$ cat config.mk
export PLATFORM = sky130hd
export DESIGN_NAME = instr_trace
export DESIGN_NICKNAME = d
export VERILOG_FILES = /design/src/rtl/instr_trace.sv
export SDC_FILE = /design/constraint.sdc
export NUM_CORES = 1
export LEC_CHECK = 0
export ABC_AREA = 1
export ABC_CLOCK_PERIOD_IN_PS = 3000
export BUFFER_PORTS_ARGS = -buffer_cell sky130_fd_sc_hd__buf_4
export CAP_MARGIN = 10
export CORE_MARGIN = 2
export CORE_UTILIZATION = 30
export CTS_BUF_LIST = sky130_fd_sc_hd__clkbuf_8
export DETAILED_ROUTE_END_ITERATION = 10
export SETUP_SLACK_MARGIN = 0.5
export SYNTH_ARGS = -nofsm -noshare
export SYNTH_HDL_FRONTEND = slang
export SYNTH_SLANG_ARGS = --single-unit
$ cat constraint.sdc
create_clock -name clk -period 3 [get_ports clk]
set_clock_uncertainty 0.2 [all_clocks]
set_input_delay 0 -clock clk [delete_from_list [all_inputs] [get_ports clk]]
set_output_delay 0 -clock clk [all_outputs]
set_load 0.005 [all_outputs]
$ cat src/rtl/instr_trace.sv
// Instruction-trace recorder: circular capture of {pc, opcode, operand} around an opcode trigger.
// Optional TRACE_NOP_FILTER_EN: opcode 0 fetches are neither recorded nor counted.
module instr_trace #(
   parameter int OP_W      = 4,
   parameter int ARG_W     = 8,
   parameter int PC_W      = 8,
   parameter int DEPTH     = 16,
   parameter int POST_TRIG = 4
) (
   input  logic                           clk,
   input  logic                           reset,
   input  logic                           fetch_valid,
   input  logic [PC_W-1:0]                pc,
   input  logic [OP_W-1:0]                opcode,
   input  logic [ARG_W-1:0]               operand,
   input  logic                           arm,
   input  logic                           abort,
   input  logic [OP_W-1:0]                trig_op,
   output logic                           rd_valid,
   input  logic                           rd_ready,
   output logic [PC_W+OP_W+ARG_W-1:0]     rd_data,
   output logic [1:0]                     state,
   output logic [$clog2(DEPTH):0]         level,
   output logic                           wrapped
);

   localparam int AW = $clog2(DEPTH);
   localparam int LW = AW + 1;
   localparam int EW = PC_W + OP_W + ARG_W;

   typedef enum logic [1:0] {
      IDLE  = 2'd0,
      ARMED = 2'd1,
      POST  = 2'd2,
      DONE  = 2'd3
   } state_t;

   state_t          st;
   logic [AW-1:0]   wr_ptr;
   logic [AW-1:0]   rd_ptr;
   logic [AW-1:0]   post_cnt;
   logic [EW-1:0]   mem [DEPTH];
   logic            pass;
   logic            rec;
   logic            full;
   logic            pop;

`ifdef TRACE_NOP_FILTER_EN
   assign pass = (opcode != '0);
`else
   assign pass = 1'b1;
`endif

   assign rec      = fetch_valid && pass && ((st == ARMED) || (st == POST));
   assign full     = (level == LW'(DEPTH));
   assign rd_valid = (st == DONE) && (level != '0);
   assign pop      = rd_valid && rd_ready;
   // Oldest entry sits level slots behind the write pointer; popping just shrinks level.
   assign rd_ptr   = wr_ptr - level[AW-1:0];
   assign rd_data  = rd_valid ? mem[rd_ptr] : '0;
   assign state    = st;

   always_ff @(posedge clk) begin
      if (rec) begin
         mem[wr_ptr] <= {pc, opcode, operand};
      end
   end

   always_ff @(posedge clk or posedge reset) begin
      if (reset) begin
         st       <= IDLE;
         wr_ptr   <= '0;
         level    <= '0;
         wrapped  <= 1'b0;
         post_cnt <= '0;
      end else if (abort) begin
         st       <= IDLE;
         wr_ptr   <= '0;
         level    <= '0;
         wrapped  <= 1'b0;
         post_cnt <= '0;
      end else begin
         case (st)
            IDLE: begin
               if (arm) begin
                  st       <= ARMED;
                  wr_ptr   <= '0;
                  level    <= '0;
                  wrapped  <= 1'b0;
                  post_cnt <= '0;
               end
            end
            ARMED, POST: begin
               if (rec) begin
                  wr_ptr <= wr_ptr + AW'(1);
                  if (full) begin
                     wrapped <= 1'b1;
                  end else begin
                     level <= level + LW'(1);
                  end
                  if (st == ARMED) begin
                     if (opcode == trig_op) begin
                        post_cnt <= AW'(POST_TRIG);
                        st       <= (POST_TRIG == 0) ? DONE : POST;
                     end
                  end else begin
                     post_cnt <= post_cnt - AW'(1);
                     if (post_cnt == AW'(1)) begin
                        st <= DONE;
                     end
                  end
               end
            end
            DONE: begin
               if (pop) begin
                  level <= level - LW'(1);
                  if (level == LW'(1)) begin
                     st <= IDLE;
                  end
               end
            end
            default: st <= IDLE;
         endcase
      end
   end

endmodule

==> results.md <==
- Max_cap viols: 0
- Fmax: 306 MHz
- Area growth syn-to-layout: 22.3%
- Synth warn: 0
- Root Driver: clkbuf_8
- Critical Path Start: wr_ptr[0]
- CP endpoint kind: primary output
- Most common cell after layout, fill and taps aside: nand2_1
- Clock buffer depth: 3
- Final nets: 1544
- Hold wc startpoint: pc[7]
- Dominant cell type by area after synthesis: edfxtp_1
- Setup_tns: -4.98 ns
- CTS Buf Count: 54
- I/O pin total: 59
- Maximum vdd drop: 782 uV
- Crit start category: register
- Die Y: 223 um
- Clk Latency, worst-skew pair: 0.62 ns
- CTS tree: yes
- Residual DRC: 0
- Initial antenna violation count: 0
- FF-to-FF Start: state[1]
- Setup Viol. Count Final: 20
- Largest net degree at the start of global routing: 83
- DR pass1 iterations: 5
- Row count: 80
- Design area: 17600 um2
- Core ar.: 47600 um2
- Die X: 223 um
- Worst Reg-to-Reg Cells: 7
- Vias: 10140
- Tmin final: 3.27 ns
- Commonest non-fill, non-tap cells in the layout: nand2_1, edfxtp_1, nand3_1
- Hold Crit Endpoint: mem[13][19]
- Syn Nets: 1396
- Synth Instances: 1350
- #FFs+latches synth: 336
- Synth cell types: 27
- Final antenna-violating net count: 0
- Min-Delay Path Depth: 2
- Slew Viols, Final: 0
- Pwr per Cell Area: 973 nW/um2
- Clock Sinks: 336
- Failing checks: setup timing
- Status: complete, but fails checks
- Share of the synthesized area in the top cell type: 66.6%
- WL final: 38.7 mm
- Worst slew pin tran: 0.676 ns
- Vias in the first global route: 9952
- Mapped cell area: 14400 um2
- Final hold vios: 0
- Total GRT Usage: 15.0%
- Share of post-route cells with drive strength above 1: 16.4%
- Worst slew margin: 54.9%
- Synth Area per Inst: 10.7 um2
- DP HPWL: 20.7 mm
- Hold WC Path Type: input port to register
- Final WS setup: -0.272 ns
- Max FO, Critical Path: 6
- Ant diodes: 0
- WP data arrival: 3.07 ns
- Ranking of synthesized cells by area: edfxtp_1, nand2_1, nand3_1
- Required @ worst endpoint: 2.80 ns
- Die Area: 49900 um2
- Total grt overflow: 0
- WS Path Type: register to primary output
- Util after Layout: 37.0%
- Reg2reg end: mem[3][6]
- First-pass GRT wire length: 57.2 mm
- Initial Utilization: 30.3%
- RePlAce Congestion: 0.763
- RSZ-0062 raised after global routing: true
- Reg2reg setup slack: 0.61 ns
- PortBufs: 58
- PnR Total Power: 17.2 mW
- Leakage: 6.83 nW
- CTS H-tree lvls: 2
- CTS clk-pin slew, worst paths: 0.06 ns
- Final period util: 109%
- WL/cell: 18.0 um
- Placed cell areas: 15800 um2
- Sequential area share after synthesis: 69.3%
- Starting DRC count in detailed routing: 826
- Via density: 4.72
flip-flops by register name (all words and copies together) (netlist names):
| signal | cells |
|---|---|
| wr_ptr | 4 |
| wrapped | 1 |
| post_cnt | 4 |
| state | 2 |
| level | 5 |
| mem | 320 |
per-layer routing:
metal	vias to the layer above	part of all wire [%]	global-route usage, %
met2	321	48	25.2
met5	-	0	0
li1	4852	-	-
met1	4905	43	19.2
met4	0	2.9	6.47
met3	62	5.4	2.58
cells by family after synthesis:
family / Yosys count / share of synthesized area (%)
and+or+nand+nor: 844 / 23.6
DFF: 336 / 69.3
buffers and inverters: 106 / 3.55
AOI/OAI and AO/OA: 43 / 1.58
adders and majority gates: 16 / 1.44
xor gates and xnor gates: 5 / 0.459
how the worst max path moves through the flow:
stage                        endpoint  depth (start not counted)
after floorplan             mem[0][0]                          6
after global placement     rd_data[5]                         11
after detailed placement  rd_data[13]                         11
after CTS                  rd_data[5]                         13
after global routing      rd_data[12]                         14
final                      rd_data[7]                         12
Yosys cell counts:
cell type / count
nand2_1: 603
edfxtp_1: 320
nand3_1: 175
nor2_1: 57
buf_2: 41
inv_1: 36
a21oi_1: 25
dfrtp_1: 16
ha_1: 15
o21ai_0: 14
clkbuf_1: 12
buf_6: 7
nand4_1: 5
buf_1: 4
buf_4: 3
inv_2: 3
nor3_1: 2
xnor2_2: 2
xor2_1: 2
a21oi_2: 1
a22oi_1: 1
fa_1: 1
nand2_2: 1
nor2_4: 1
o21ai_2: 1
o31ai_1: 1
xor2_2: 1
metrics by stage:
stage                     cells  hold slack, ns  setup slack [ns]
final                      2148          0.0469            -0.272
after global routing       2148          0.0436            -0.424
after CTS                  2135         0.00222            -0.391
after detailed placement   2003         -0.0492             0.140
after global placement     2003         -0.0636             0.182
after floorplan            1350          -0.286             0.446
what timing repair did:
action | in CTS | in global routing
gates resized for setup | 34 | 26
pin swaps | 9 | 17
setup buffers | 2 | 4
hold buffers | 35 | 1
endpoints found under the setup margin | 21 | 96
hold endpoints to repair | 352 | 3
cloned | 4 | 8
cell type report:
cell class                 count  area (um2)
clock buffer                  55         757
clock inverter                36         219
fill                        4608       30000
inverter                      39         156
multi-input combinational    908        4120
sequential                   336       10000
tap                          615         769
timing repair buffer         159        1610
report_power, final:
part	switching (mW)	internal (mW)
combinational	5.09	3.04
sequential	0.0763	5.32
clock	1.79	1.87
critical path, stage by stage (launching register included):
cell and delay [ns]:
dfrtp_1 0.39, inv_2 0.08, ha_4 0.12, inv_2 0.04, fa_4 0.87, buf_12 0.19
clkbuf_16 0.18, nand3_1 0.08, nand2_1 0.06, nand2_1 0.05, a21oi_1 0.19, nor2_2 0.06
buf_4 0.14
(Power assumes the default switching activity.)
